File: config.mk
export PLATFORM = sky130hd
export DESIGN_NAME = pc_fetch_sequencer
export DESIGN_NICKNAME = d
export VERILOG_FILES = /design/src/rtl/pc_fetch_sequencer.sv
export SDC_FILE = /design/constraint.sdc
export NUM_CORES = 1
export LEC_CHECK = 0
export CAP_MARGIN = 30
export CORE_MARGIN = 4
export CORE_UTILIZATION = 55
export CTS_CLUSTER_SIZE = 16
export DETAILED_ROUTE_END_ITERATION = 7
export PLACE_DENSITY_LB_ADDON = 0.15
export REMOVE_ABC_BUFFERS = 1
export SLEW_MARGIN = 10
export SYNTH_ARGS = -nofsm -noshare
export SYNTH_HDL_FRONTEND = slang
export SYNTH_SLANG_ARGS = --single-unit
File: constraint.sdc
create_clock -name clock -period 5.3 [get_ports clock]
set_input_delay 1.06 -clock clock [delete_from_list [all_inputs] [get_ports clock]]
set_output_delay 1.06 -clock clock [all_outputs]
set_load 0.05 [all_outputs]
File: src/rtl/pc_fetch_sequencer.sv
// Fetch-stage PC owner: accepts redirects over valid/ready, drives IMEM address, PC+4 and IF/ID flush.
// Latency: redirect fire (no stall) -> pc_out == target on the next cycle, with a coincident flush pulse.
// Backpressure: redirect_ready drops while a redirect is parked behind a hazard stall (HELD state).
//
// Ports: clock/reset (sync, active-high); stall_in freezes the PC; redirect_valid/_ready/_target
// handshake from ID; pc_out, pc_plus_4_out, fetch_valid, flush_if_id, misalign_err are registered.
// Optional feature: define MISALIGN_TRAP_EN to send misaligned redirects to TRAP_VECTOR and raise a
// sticky misalign_err; otherwise target[1:0] is cleared and misalign_err is tied low.
module pc_fetch_sequencer #(
  parameter logic [31:0] RESET_PC    = 32'h0000_0000,
  parameter logic [31:0] TRAP_VECTOR = 32'h0000_0080
) (
  input  logic        clock,
  input  logic        reset,
  input  logic        stall_in,
  input  logic        redirect_valid,
  input  logic [31:0] redirect_target,
  output logic        redirect_ready,
  output logic [31:0] pc_out,
  output logic [31:0] pc_plus_4_out,
  output logic        fetch_valid,
  output logic        flush_if_id,
  output logic        misalign_err
);

  typedef enum logic [1:0] {
    ST_RUN   = 2'd0,
    ST_HELD  = 2'd1,
    ST_FLUSH = 2'd2
  } state_e;

  state_e      state_q;
  logic [31:0] pc_q;
  logic [31:0] pc4_q;
  logic [31:0] pend_q;
  logic        fv_q;
  logic        flush_q;

  logic        fire;
  logic        load_now;
  logic        park_now;
  logic [31:0] src_d;
  logic [31:0] load_addr_d;
  logic        load_err_d;

  assign redirect_ready = !reset && (state_q != ST_HELD);
  assign fire           = redirect_valid && redirect_ready;

  // A redirect reaches the PC either straight from ID (no stall) or from the
  // parked copy once the stall releases.
  assign load_now = !stall_in && ((state_q == ST_HELD) || fire);
  assign park_now = stall_in && fire;
  assign src_d    = (state_q == ST_HELD) ? pend_q : redirect_target;

`ifdef MISALIGN_TRAP_EN
  assign load_err_d  = |src_d[1:0];
  assign load_addr_d = load_err_d ? TRAP_VECTOR : src_d;
`else
  assign load_err_d  = 1'b0;
  assign load_addr_d = src_d & ~32'h0000_0003;
`endif

`ifdef MISALIGN_TRAP_EN
  logic err_q;
  always_ff @(posedge clock) begin
    if (reset) begin
      err_q <= 1'b0;
    end else if (load_now && load_err_d) begin
      err_q <= 1'b1;
    end
  end
  assign misalign_err = err_q;
`else
  logic unused_err;
  assign unused_err   = load_err_d;
  assign misalign_err = 1'b0;
`endif

  always_ff @(posedge clock) begin
    if (reset) begin
      state_q <= ST_RUN;
      pc_q    <= RESET_PC;
      pc4_q   <= RESET_PC + 32'd4;
      pend_q  <= 32'h0;
      fv_q    <= 1'b0;
      flush_q <= 1'b0;
    end else if (load_now) begin
      pc_q    <= load_addr_d;
      pc4_q   <= load_addr_d + 32'd4;
      fv_q    <= 1'b0;
      flush_q <= 1'b1;
      state_q <= ST_FLUSH;
    end else if (park_now) begin
      // PC and fetch_valid stay frozen while the target waits out the stall.
      pend_q  <= redirect_target;
      flush_q <= 1'b0;
      state_q <= ST_HELD;
    end else if (state_q == ST_HELD) begin
      flush_q <= 1'b0;
    end else begin
      flush_q <= 1'b0;
      state_q <= ST_RUN;
      if (!stall_in) begin
        pc_q  <= pc4_q;
        pc4_q <= pc4_q + 32'd4;
        fv_q  <= 1'b1;
      end else if (state_q == ST_FLUSH) begin
        // The post-flush fetch is real even if IF is stalled on it.
        fv_q <= 1'b1;
      end
    end
  end

  assign pc_out        = pc_q;
  assign pc_plus_4_out = pc4_q;
  assign fetch_valid   = fv_q;
  assign flush_if_id   = flush_q;

endmodule

# Word-level counts from Yosys, hierarchy flattened
# Cells that the tools add are included.
# totals
register_bits,100
# op_classes
addsub,2
eq_ne,9
mux,15
bitwise,4
n_reduce_logical,12
# ops
operator,n
32-bit 2-to-1 mux,9
32-bit by 3-bit adder with 32-bit output (second input constant),2
3-bit AND reduction,3
2-bit 2-to-1 mux,3
2-bit by 1-bit != test with 1-bit output (second input constant),3
2-bit != test (second input constant),3
1-bit logical AND,4
1-bit NOT,4
1-bit 2-to-1 mux,3
3-bit != test (second input constant),1
2-bit by 1-bit == test with 1-bit output (second input constant),1
2-bit == test (second input constant),1
1-bit logical NOT,2
2-bit AND reduction,1
2-bit OR reduction,1
1-bit logical OR,1

# Depth between registers and ports, before layout
# Gate-level depths: netlist of run 1.
# logic_depth
ltp_word,7
mapped_depth,13
ltp_nobuf,9

# Least setup slack after synthesis of run 1
# OpenSTA, ideal clock, no wires.
# synth_timing
kind,input to register
from,input port stall_in
to,register pc4_q[24] (netlist: pc_plus_4_out[24])
setup_ns,0.120
arrival_ns,3.687
required_ns,5.180
slack_ns,1.493
path_stages,12
path_cell_list,clkbuf_1 -> a21oi_2 -> buf_2 -> clkbuf_1 -> clkbuf_1 -> nor2_1 -> a31oi_1 -> ha_1 -> o21ai_1 -> nor4_1 -> a21oi_1 -> o31a_1
# synth_between
elab_chain_len,4
elab_cells_between_ends,8
classes_between,eq/ne (3); mux (1); reduce/logical (4)
# synth_rtl
element,line,rtl
"start, declared",15,"input logic stall_in,"
1-bit logical NOT,--,
1-bit logical AND,51,assign load_now = !stall_in && ((state_q == ST_HELD) || fire);
2-bit != test (no line) / 2-bit by 1-bit != test with 1-bit output (equally long branches),--,
3-bit AND reduction (no line),--,
"end signal, assigned",83,pc4_q <= RESET_PC + 32'd4;
"end signal, assigned",89,pc4_q <= load_addr_d + 32'd4;
"end signal, assigned",105,pc4_q <= pc4_q + 32'd4;
"end, declared",34,logic [31:0] pc4_q;
# Parallel ways exist; a longest one is shown, timed or not.
# A chain may end at the register's enable or synchronous reset.

# Worst setup path in the final report of run 1
# layout_timing
from,input port redirect_valid
to,register pc4_q[31] (netlist: pc_plus_4_out[31])
# layout_between
elab_chain_len,5
elab_cells_between_ends,9
classes_between,eq/ne (3); mux (1); reduce/logical (5)
# layout_rtl
element,line,rtl
"start, declared",16,"input logic redirect_valid,"
1-bit logical AND *,47,assign fire = redirect_valid && redirect_ready;
1-bit logical OR,51,
1-bit logical AND,51,
2-bit != test (no line) / 2-bit by 1-bit != test with 1-bit output (equally long branches),--,
3-bit AND reduction (no line),--,
# Every way passes the cells marked *; elsewhere a longest branch is shown, timed or not.

==> metrics.txt, run 1 <==
# TYPE chip_impl_metric gauge
chip_impl_metric{name="maximum_fanout_along_the_worst_path",unit=""} 32
chip_impl_metric{name="power.clock.fraction",unit="%"} 28.7
chip_impl_metric{name="cts_resized",unit=""} 0
chip_impl_metric{name="drcViolationCount",unit=""} 0
chip_impl_info{name="critical_path.endpoint_type",value="flip-flop"} 1
chip_impl_metric{name="clock_tree.buffer_depth",unit=""} 2
chip_impl_metric{name="global_route_wire_length_before_repair",unit="mm"} 22.1
chip_impl_metric{name="initial_core_util",unit="%"} 57.7
chip_impl_metric{name="dr.pass1.iters",unit=""} 5
chip_impl_info{name="netlist_top_cells_area",value="sky130_fd_sc_hd__dfxtp_1, sky130_fd_sc_hd__nand2_1, sky130_fd_sc_hd__a21oi_1"} 1
chip_impl_metric{name="syn2layout_area_growth",unit="%"} 24.0
chip_impl_metric{name="post_drt_via_cell_ratio",unit=""} 5.96
chip_impl_metric{name="cap_violations",unit=""} 0
chip_impl_metric{name="synth-seq-area-share",unit="%"} 38.9
chip_impl_metric{name="leakagePower",unit="µW"} 0.00218
chip_impl_info{name="synth_top_flop_cell",value="sky130_fd_sc_hd__dfxtp_1"} 1
chip_impl_metric{name="finalHoldViolCount",unit=""} 0
chip_impl_metric{name="internal-power",unit="µW"} 1110
chip_impl_metric{name="num_antenna_cells",unit=""} 0
chip_impl_metric{name="die_height",unit="µm"} 102
chip_impl_metric{name="synth_enable_flop_cells",unit=""} 0
chip_impl_metric{name="core_area",unit="mm²"} 0.00838
chip_impl_info{name="netlist.top_cell.by_area",value="sky130_fd_sc_hd__dfxtp_1"} 1
chip_impl_metric{name="critPathRequiredTime",unit="ns"} 5.60
chip_impl_info{name="ys_top_cells_by_count",value="sky130_fd_sc_hd__nand2_1, sky130_fd_sc_hd__nor2_1, sky130_fd_sc_hd__dfxtp_1"} 1
chip_impl_metric{name="max_freq",unit="MHz"} 247
chip_impl_metric{name="via_count",unit=""} 4922
chip_impl_metric{name="fin_util",unit="%"} 71.5
chip_impl_info{name="crit_chain",value="clkdlybuf4s50_1, nand2b_1, a21o_1, buf_4, a32oi_1, or4_1, or4_1, nand3_1"} 1
chip_impl_info{name="critical_path.startpoint_type",value="input pin"} 1
chip_impl_metric{name="timing.max_slew.rel_slack",unit="%"} 35.9
chip_impl_metric{name="first_global_vias",unit=""} 4726
chip_impl_metric{name="synth.top_cell.area_share",unit="%"} 38.9
chip_impl_metric{name="layout.nets",unit=""} 754
chip_impl_metric{name="portBuffers",unit=""} 96
chip_impl_metric{name="post-place-cells",unit=""} 810
chip_impl_metric{name="clock-skew-final",unit="ns"} 0.00767
chip_impl_info{name="worstHoldStart",value="pend_q[12]"} 1
chip_impl_metric{name="cts_inserted_buffers",unit=""} 9
chip_impl_metric{name="cts.reportedPaths.clkPinSlew",unit="ns"} 0.09
chip_impl_metric{name="synth.lib_cells_used.distinct",unit=""} 56
chip_impl_metric{name="post_layout_nonfiller_instances",unit=""} 826
chip_impl_metric{name="design.die.area",unit="mm²"} 0.0104
chip_impl_info{name="most_instantiated_library_cell_after_synthesis",value="sky130_fd_sc_hd__nand2_1"} 1
chip_impl_metric{name="ys_warn_count",unit=""} 0
chip_impl_info{name="path_common_cell",value="sky130_fd_sc_hd__or4_1"} 1
chip_impl_metric{name="period_minus_slack",unit="ns"} 4.05
chip_impl_metric{name="placedInstanceArea",unit="mm²"} 0.00580
chip_impl_metric{name="fp-row-count",unit=""} 33
chip_impl_info{name="regToRegEndpoint",value="pc_plus_4_out[31]"} 1
chip_impl_metric{name="drt-initial-drc-count",unit=""} 366
chip_impl_metric{name="seq_power_share",unit="%"} 46.8
chip_impl_metric{name="cts_htree_levels",unit=""} 3
chip_impl_metric{name="hold_depth",unit=""} 2
chip_impl_metric{name="switching_share",unit="%"} 33.0
chip_impl_metric{name="postLayoutCellArea",unit="mm²"} 0.00599
chip_impl_info{name="root_buffer",value="sky130_fd_sc_hd__clkbuf_8"} 1
chip_impl_metric{name="peakVddDrop",unit="V"} 0.000174
chip_impl_metric{name="drt-wirelength-per-cell",unit="µm"} 16.6
chip_impl_metric{name="grt_start_max_net_pins",unit=""} 93
chip_impl_metric{name="floorplan.io_pins",unit=""} 104
chip_impl_info{name="timing_worst_setup_path_type",value="input pin to flip-flop"} 1
chip_impl_metric{name="globalRouteTotalUtil",unit="%"} 26.6
chip_impl_metric{name="arrival",unit="ns"} 4.35
chip_impl_metric{name="cpPeakStageDelay",unit="ns"} 0.70
chip_impl_metric{name="reg2reg_slack",unit="ns"} 1.54
chip_impl_metric{name="worstRegToRegCells",unit=""} 7
chip_impl_info{name="crit-reg2reg-launch",value="state_q[1]"} 1
chip_impl_metric{name="wirelength",unit="mm"} 13.7
chip_impl_metric{name="final_weighted_congestion_in_routability_driven_placement",unit=""} 0.864
chip_impl_metric{name="netSwitchingPower",unit="µW"} 547
chip_impl_metric{name="antenna_found_initial",unit=""} 0
chip_impl_metric{name="cts_hold_buf",unit=""} 0
chip_impl_metric{name="die_width",unit="µm"} 102
chip_impl_metric{name="syn_inst",unit=""} 645
chip_impl_metric{name="slew_viol_final",unit=""} 0
chip_impl_info{name="tritoncts",value="built"} 1
chip_impl_metric{name="whs",unit="ns"} 0.456
chip_impl_metric{name="worstSkewPairLatency",unit="ns"} 0.36
chip_impl_metric{name="setup_total_negative_slack",unit="ns"} 0
chip_impl_metric{name="cellPowerDensity",unit="mW/mm²"} 277
chip_impl_info{name="outcome",value="completed"} 1
chip_impl_metric{name="finalCritPeriodShare",unit="%"} 76.3
chip_impl_metric{name="cts_sinks",unit=""} 94
chip_impl_metric{name="post_cts.repair.setup_buffers",unit=""} 0
chip_impl_info{name="worstHoldPathType",value="flip-flop to flip-flop"} 1
chip_impl_metric{name="setup_violations",unit=""} 0
chip_impl_metric{name="comb_power_share",unit="%"} 24.5
chip_impl_metric{name="async_reset_ff_share",unit="%"} 0
chip_impl_metric{name="detail-route-antenna-nets",unit=""} 0
chip_impl_info{name="critical-path-slowest-cell",value="sky130_fd_sc_hd__or4_1"} 1
chip_impl_info{name="rsz0062_at_grt",value="false"} 1
chip_impl_metric{name="synth.ff_latch_count",unit=""} 94
chip_impl_metric{name="syn-cell-area",unit="mm²"} 0.00483
chip_impl_metric{name="timing_worst_slew_pin_value",unit="ns"} 0.962
chip_impl_metric{name="drive_above_1_share",unit="%"} 6.52
chip_impl_info{name="endpoint_of_the_worst_hold_timing_path",value="pend_q[12]"} 1
chip_impl_metric{name="globalRouteOverflowTotal",unit=""} 0
chip_impl_metric{name="dp.final_hpwl",unit="mm"} 9.14
chip_impl_metric{name="syn_area_per_cell",unit="µm²"} 7.50
## power by group through the flow
stage	registers, µW	logic, µW	clock network (µW)
6_report	777	407	476
5_1_grt	782	437	508
4_1_cts	776	406	483
3_5_place_dp	792	404	0
3_3_place_gp	790	397	0
2_1_floorplan	891	152	0
## area by class of cell
| cell class | instances | area, µm² |
|---|---|---|
| Fill cell | 667 | 2390 |
| Sequential cell | 94 | 1880 |
| Inverter | 6 | 22.5 |
| Timing Repair Buffer | 109 | 1050 |
| Multi-Input combinational cell | 497 | 2720 |
| Clock inverter | 4 | 47.5 |
| Clock buffer | 11 | 141 |
| Tap cell | 105 | 131 |
## per-stage QoR
| step | total power [µW] | worst slack (ns) |
|---|---|---|
| after floorplan | 1040 | 1.38 |
| after global placement | 1190 | 0.954 |
| after detailed placement | 1200 | 0.955 |
| after CTS | 1670 | 1.33 |
| after global routing | 1730 | 1.06 |
| final | 1660 | 1.25 |
## cell families (layout without fill, tap and decap cells)
kind of cell               Yosys count  after routing  share of synthesized area (%)
and+or+nand+nor                    287            287                           26.4
AOI/OAI and AO/OA                  160            160                           20.0
DFF                                 94             94                           38.9
buffers and inverters               58            130                           5.28
muxes                               30             30                           6.55
xor gates and xnor gates            14             14                           2.54
adders and majority gates            1              1                          0.259
other                                1              5                         0.0776
## critical path: cells and delay by family
| family | cells | cell delay [ns] |
|---|---|---|
| compound gates | 2 | 0.81 |
| buf+inv | 2 | 0.92 |
| simple gates | 4 | 1.55 |
## state kept, by name, indices dropped and copies added (netlist names)
register	count
pc_out	30
pc_plus_4_out	30
flush_if_id	1
pend_q	30
fetch_valid	1
state_q	2
## placed cells by master (no fill, tap or decap), types with 2 or more instances in the layout
cell | synthesis | routed
sky130_fd_sc_hd__nand2_1 | 118 | 118
sky130_fd_sc_hd__nor2_1 | 98 | 98
sky130_fd_sc_hd__dfxtp_1 | 94 | 94
sky130_fd_sc_hd__clkdlybuf4s50_1 | 0 | 94
sky130_fd_sc_hd__a21oi_1 | 88 | 88
sky130_fd_sc_hd__mux2i_1 | 20 | 20
sky130_fd_sc_hd__nand3_1 | 20 | 20
sky130_fd_sc_hd__a31oi_1 | 17 | 17
sky130_fd_sc_hd__a211oi_1 | 15 | 15
sky130_fd_sc_hd__buf_4 | 6 | 13
sky130_fd_sc_hd__nor4_1 | 11 | 11
sky130_fd_sc_hd__o21ai_0 | 10 | 10
sky130_fd_sc_hd__clkbuf_8 | 0 | 10
sky130_fd_sc_hd__mux2_2 | 9 | 9
sky130_fd_sc_hd__nor3_1 | 9 | 9
sky130_fd_sc_hd__xnor2_1 | 8 | 8
sky130_fd_sc_hd__inv_1 | 6 | 6
sky130_fd_sc_hd__and3_1 | 6 | 6
sky130_fd_sc_hd__xor2_1 | 6 | 6
sky130_fd_sc_hd__a21o_1 | 5 | 5
sky130_fd_sc_hd__conb_1 | 1 | 5
sky130_fd_sc_hd__and4b_1 | 4 | 4
sky130_fd_sc_hd__a311oi_1 | 4 | 4
sky130_fd_sc_hd__o21a_1 | 3 | 3
sky130_fd_sc_hd__nor2b_1 | 2 | 2
sky130_fd_sc_hd__a32oi_1 | 2 | 2
sky130_fd_sc_hd__o21ai_1 | 2 | 2
sky130_fd_sc_hd__nor3_2 | 2 | 2
sky130_fd_sc_hd__or4_1 | 2 | 2
sky130_fd_sc_hd__or3_1 | 2 | 2
sky130_fd_sc_hd__o211ai_1 | 2 | 2
sky130_fd_sc_hd__and4_1 | 2 | 2
sky130_fd_sc_hd__a2111oi_0 | 2 | 2
sky130_fd_sc_hd__nand4_1 | 2 | 2
sky130_fd_sc_hd__nor3b_1 | 2 | 2
sky130_fd_sc_hd__clkinv_2 | 0 | 2
sky130_fd_sc_hd__buf_2 | 6 | 2
## worst max-delay path by stage
stage | start | to | slack, ns
2_1_floorplan | reset | pc_plus_4_out[31] | 1.38
3_3_place_gp | redirect_valid | pc_plus_4_out[31] | 0.95
3_5_place_dp | redirect_valid | pc_plus_4_out[31] | 0.96
4_1_cts | redirect_valid | pc_plus_4_out[31] | 1.33
5_1_grt | redirect_valid | pc_plus_4_out[27] | 1.06
6_report | redirect_valid | pc_plus_4_out[31] | 1.25
## metal layers
layer	share of wire [%]	track usage [%]	vias up
met2	49	45.3	200
li1	-	-	2385
met3	7.7	5.03	26
met4	2.0	10.0	0
met5	0	0	-
met1	42	33.3	2311
Power figures use the tool's default switching activity.
==> run 2, diff against run 1 <==
Settings changed: CORE_UTILIZATION 55 to 46.
Clock period 5.3 ns to 3.7 ns, I/O delays scaled along.
==> metrics.txt, run 2 (synthesis results as in run 1) <==
# TYPE chip_impl_metric gauge
chip_impl_info{name="outcome",value="completed"} 1
chip_impl_metric{name="dr.pass1.iters",unit=""} 5
chip_impl_metric{name="critPathRequiredTime",unit="ns"} 3.96
chip_impl_metric{name="post_layout_nonfiller_instances",unit=""} 883
chip_impl_info{name="critical_path.endpoint_type",value="flip-flop"} 1
chip_impl_info{name="most-common-layout-cells",value="sky130_fd_sc_hd__nand2_1, sky130_fd_sc_hd__nor2_1, sky130_fd_sc_hd__dfxtp_1, sky130_fd_sc_hd__clkdlybuf4s50_1, sky130_fd_sc_hd__a21oi_1"} 1
chip_impl_metric{name="fin_util",unit="%"} 61.1
chip_impl_metric{name="timing.max_slew.rel_slack",unit="%"} 45.7
chip_impl_metric{name="grt_start_max_net_pins",unit=""} 59
chip_impl_info{name="regToRegEndpoint",value="pc_plus_4_out[24]"} 1
chip_impl_metric{name="final_weighted_congestion_in_routability_driven_placement",unit=""} 0.899
chip_impl_metric{name="wirelength",unit="mm"} 14.1
chip_impl_metric{name="initial_core_util",unit="%"} 47.0
chip_impl_metric{name="timing_worst_slew_pin_value",unit="ns"} 0.809
chip_impl_info{name="endpoint_of_the_worst_hold_timing_path",value="pc_out[11]"} 1
chip_impl_metric{name="worstRegToRegCells",unit=""} 10
chip_impl_metric{name="via_count",unit=""} 4973
chip_impl_metric{name="floorplan.io_pins",unit=""} 104
chip_impl_info{name="rsz0062_at_grt",value="false"} 1
chip_impl_metric{name="whs",unit="ns"} 0.458
chip_impl_metric{name="layout.nets",unit=""} 779
chip_impl_metric{name="drive_above_1_share",unit="%"} 9.91
chip_impl_metric{name="detail-route-antenna-nets",unit=""} 0
chip_impl_metric{name="design.die.area",unit="mm²"} 0.0122
chip_impl_metric{name="drt-wirelength-per-cell",unit="µm"} 16.0
chip_impl_info{name="worstHoldPathType",value="flip-flop to flip-flop"} 1
chip_impl_metric{name="fp-row-count",unit=""} 37
chip_impl_metric{name="cap_violations",unit=""} 0
chip_impl_metric{name="max_freq",unit="MHz"} 295
chip_impl_metric{name="period_minus_slack",unit="ns"} 3.39
chip_impl_metric{name="cts_inserted_buffers",unit=""} 9
chip_impl_metric{name="leakagePower",unit="µW"} 0.00233
chip_impl_metric{name="drt-initial-drc-count",unit=""} 278
chip_impl_metric{name="first_global_vias",unit=""} 4807
chip_impl_metric{name="syn2layout_area_growth",unit="%"} 29.8
chip_impl_metric{name="peakVddDrop",unit="V"} 0.000200
chip_impl_metric{name="global_route_wire_length_before_repair",unit="mm"} 23.6
chip_impl_metric{name="finalHoldViolCount",unit=""} 0
chip_impl_metric{name="worstSkewPairLatency",unit="ns"} 0.37
chip_impl_metric{name="core_area",unit="mm²"} 0.0103
chip_impl_metric{name="clock-skew-final",unit="ns"} 0.0120
chip_impl_metric{name="finalCritPeriodShare",unit="%"} 91.5
chip_impl_info{name="worstHoldStart",value="pc_out[11]"} 1
chip_impl_metric{name="cts_htree_levels",unit=""} 3
chip_impl_metric{name="slew_viol_final",unit=""} 0
chip_impl_metric{name="post_cts.repair.setup_buffers",unit=""} 0
chip_impl_metric{name="clock_tree.buffer_depth",unit=""} 2
chip_impl_metric{name="postLayoutCellArea",unit="mm²"} 0.00628
chip_impl_info{name="mostFrequentLayoutCell",value="sky130_fd_sc_hd__nand2_1"} 1
chip_impl_metric{name="placedInstanceArea",unit="mm²"} 0.00603
chip_impl_metric{name="maximum_fanout_along_the_worst_path",unit=""} 11
chip_impl_metric{name="drcViolationCount",unit=""} 0
chip_impl_metric{name="reg2reg_slack",unit="ns"} 0.40
chip_impl_metric{name="cts_resized",unit=""} 0
chip_impl_metric{name="arrival",unit="ns"} 3.65
chip_impl_info{name="root_buffer",value="sky130_fd_sc_hd__clkbuf_8"} 1
chip_impl_info{name="crit-reg2reg-launch",value="state_q[1]"} 1
chip_impl_metric{name="cts_hold_buf",unit=""} 0
chip_impl_metric{name="cts_sinks",unit=""} 94
chip_impl_metric{name="post-place-cells",unit=""} 867
chip_impl_metric{name="globalRouteTotalUtil",unit="%"} 23.3
chip_impl_metric{name="setup_violations",unit=""} 0
chip_impl_metric{name="hold_depth",unit=""} 2
chip_impl_metric{name="portBuffers",unit=""} 96
chip_impl_metric{name="dp.final_hpwl",unit="mm"} 10.0
chip_impl_info{name="timing_worst_setup_path_type",value="input pin to flip-flop"} 1
chip_impl_info{name="tritoncts",value="built"} 1
chip_impl_metric{name="cts.reportedPaths.clkPinSlew",unit="ns"} 0.09
chip_impl_info{name="critical_path.startpoint_type",value="input pin"} 1
chip_impl_metric{name="die_height",unit="µm"} 111
chip_impl_metric{name="antenna_found_initial",unit=""} 0
chip_impl_metric{name="post_drt_via_cell_ratio",unit=""} 5.63
chip_impl_metric{name="globalRouteOverflowTotal",unit=""} 0
chip_impl_metric{name="cellPowerDensity",unit="mW/mm²"} 406
chip_impl_metric{name="num_antenna_cells",unit=""} 0
chip_impl_metric{name="die_width",unit="µm"} 111
==> run 2: cell types whose count changed in the layout (fill, tap and decap cells not counted) <==
cell	delta
sky130_fd_sc_hd__buf_4	+25
sky130_fd_sc_hd__bufinv_16	+2
sky130_fd_sc_hd__clkbuf_1	-1
sky130_fd_sc_hd__clkinv_4	+1
sky130_fd_sc_hd__clkinvlp_4	-1
==> run 2: how the worst max path moves through the flow <==
stage	from	to	slack (ns)	depth (start not counted)
finish	redirect_valid	pc_plus_4_out[24]	0.31	11
global route	redirect_valid	pc_plus_4_out[24]	0.13	11
CTS	redirect_valid	pc_plus_4_out[24]	0.32	11
detailed placement	redirect_valid	pc_plus_4_out[24]	-0.03	11
global placement	redirect_valid	pc_plus_4_out[24]	0.03	11
floorplan	reset	pc_plus_4_out[31]	0.1	7
==> run 2: cell type report <==
cell class,count,area [µm²]
Clock buffer,10,138
Sequential cell,94,1880
Timing Repair Buffer,134,1240
Inverter,6,22.5
Tap cell,136,170
Fill cell,950,4000
Multi-Input combinational cell,497,2720
Clock inverter,6,109
==> run 2: routing by layer <==
| layer | GRT usage, % | part of all wire, % | vias to the layer above |
|---|---|---|---|
| li1 | - | - | 2428 |
| met4 | 8.87 | 2.5 | 0 |
| met3 | 3.84 | 4.6 | 28 |
| met2 | 39.0 | 48 | 151 |
| met5 | 0 | 0 | - |
| met1 | 30.0 | 45 | 2366 |
==> run 2: worst max-delay path, stage by stage <==
cell and delay, ns:
sky130_fd_sc_hd__clkdlybuf4s50_1 0.48, sky130_fd_sc_hd__nand2b_1 0.18, sky130_fd_sc_hd__a21o_1 0.33, sky130_fd_sc_hd__buf_4 0.24
sky130_fd_sc_hd__buf_4 0.19, sky130_fd_sc_hd__a21oi_1 0.06, sky130_fd_sc_hd__o21ai_1 0.65, sky130_fd_sc_hd__nor4_1 0.15
sky130_fd_sc_hd__buf_4 0.19, sky130_fd_sc_hd__and3_1 0.17, sky130_fd_sc_hd__o31a_1 0.26
==> run 2: where the power goes <==
group / switching, µW / total [µW] / internal, µW
Combinational: 386 / 604 / 218
Sequential: 47.1 / 1110 / 1070
Clock: 367 / 833 / 466
==> run 2: through the flow <==
step                setup TNS, ns  worst slack (ns)  total power [µW]
floorplan                       0            0.0997              1490
global placement                0            0.0266              1730
detailed placement        -0.0278           -0.0278              1740
CTS                             0             0.323              2560
global route                    0             0.130              2660
finish                          0             0.314              2550
==> edit, RTL diff (settings of run 1) <==
Build with the macro `MISALIGN_TRAP_EN` defined.
--- a/src/rtl/pc_fetch_sequencer.sv
+++ b/src/rtl/pc_fetch_sequencer.sv
@@ -6,6 +6,8 @@
 // handshake from ID; pc_out, pc_plus_4_out, fetch_valid, flush_if_id, misalign_err are registered.
 // Optional feature: define MISALIGN_TRAP_EN to send misaligned redirects to TRAP_VECTOR and raise a
 // sticky misalign_err; otherwise target[1:0] is cleared and misalign_err is tied low.
+`define MISALIGN_TRAP_EN
+
 module pc_fetch_sequencer #(
   parameter logic [31:0] RESET_PC    = 32'h0000_0000,
   parameter logic [31:0] TRAP_VECTOR = 32'h0000_0080
Function: changed (a bounded check fails within 4 cycles, from zero or initial values and one cycle with reset high).
==> edit against run 1 <==
Sequential cell count is 7 higher; fmax is 9.4% lower; critical path depth is 3 higher; routed wire length is 6.6% higher; synthesized cell count is 0.16% higher; global-route usage is 1.1 points higher; non-clock buffer count is 15 higher; critical endpoint is now pc_plus_4_out[28]$_SDFFE_PP0P_; cell area is 4.4% higher; area after synthesis is 3.4% higher; setup slack worse by 0.42 ns; first-iteration DRC count is 5.5% lower; power is 6.2% lower; final cell count is 2.1% higher.
==> edit: results (changes against run 1) <==
metric	value	unit	change
antenna_cells	0		unchanged
avgSynthCellArea	7.74	µm²	+3.2%
via_per_inst	6.08		+2.0%
use_met1	0.382		+0.0492
met2_usage	0.433		-0.0206
hold_class	flop to flop		
io_buffers	103		+7.3%
status	finished, final reports clean		
place.gp.congestion	0.896		+3.6%
layout-drive-gt1-share	0.0748		+0.00964
skew	0.0113	ns	+0.00362 ns
dp_cells	829		+2.3%
crit_end	pc_plus_4_out[28]$_SDFFE_PP0P_		
fillers	718		+7.6%
drt_iter0_markers	346		-5.5%
finalNetCount	769		+2.0%
synth_commonest_cells	nand2_1, dfxtp_1, nor2_1		
wl_met2	6.65	mm	-0.57%
holdWs	0.456	ns	-0.000219 ns
placed_area	6070	µm²	+4.7%
crit_start	redirect_target[0]		
vdd_drop_max	0.148	mV	-15%
cp.arrival	4.77	ns	+0.42 ns
static-leakage-power	2.24	nW	+2.8%
met1_length	6.36	mm	+12%
pre_cts_ws	0.524	ns	-0.431 ns
ys_types	60		+7.1%
path_max_fanout	8		-75%
yosysSeqAreaShare	0.405		+0.0153
cts_resized	0		unchanged
num_vias	5124		+4.1%
synth.area.top_cells	dfxtp_1, nand2_1, a21oi_1, nor2_1, mux2i_1		
grt_start_max_net_pins	54		-42%
dp_hpwl	10.4	mm	+14%
powerComb	0.277	mW	-32%
routed-wl-met3	1.17	mm	+12%
rrSetupSlack	1.23	ns	-0.31 ns
period_needed	4.47	ns	+0.421 ns
total_power	1.56	mW	-6.2%
wire_per_inst	17.3	µm	+4.4%
routed.top_layer	met5		
grt_usage	0.277		+0.0114
worstHoldStart	pc_out[27]$_SDFFE_PP0P_		
r2r_cells	9		+2
grt_pass1_vias	4688		-0.80%
hold_path_end	pc_out[27]$_SDFFE_PP0P_		
slew_headroom	0.440		+0.0810
p_seq	0.799	mW	+2.8%
grt_pass1_wl	23.3	mm	+5.3%
r2r_end	pc_plus_4_out[26]$_SDFFE_PP0P_		
grt_use_met3	0.0604		+0.0101
antenna_found_initial	1		+1
==> edit: worst max-delay path: cells and delay by family <==
| family | cells | cell delay, ns |
|---|---|---|
| compound gates | 2 | 0.47 |
| fa+ha+maj | 1 | 0.21 |
| buf+inv | 2 | 0.49 |
| simple gates | 6 | 2.53 |
==> edit: cells by family (layout without fill, tap and decap cells) <==
logic type      count (synthesis)  in the layout  share of synthesized area
buf+inv                        54            143                     0.0523
fa+ha+maj                       1              1                    0.00250
compound gates                161            161                      0.205
xor+xnor                       12             12                     0.0210
simple gates                  292            292                      0.265
flops                         101            101                      0.405
mux                            25             25                     0.0503
==> edit: final cells by class <==
| type | count | area [µm²] | area share |
|---|---|---|---|
| multi-input combinational | 491 | 2720 | 0.434 |
| clock inverter | 4 | 50.0 | 0.00800 |
| sequential | 101 | 2020 | 0.323 |
| inverter | 5 | 18.8 | 0.00300 |
| clock buffer | 10 | 138 | 0.0220 |
| timing repair buffer | 124 | 1180 | 0.188 |
| tap | 108 | 135 | 0.0216 |
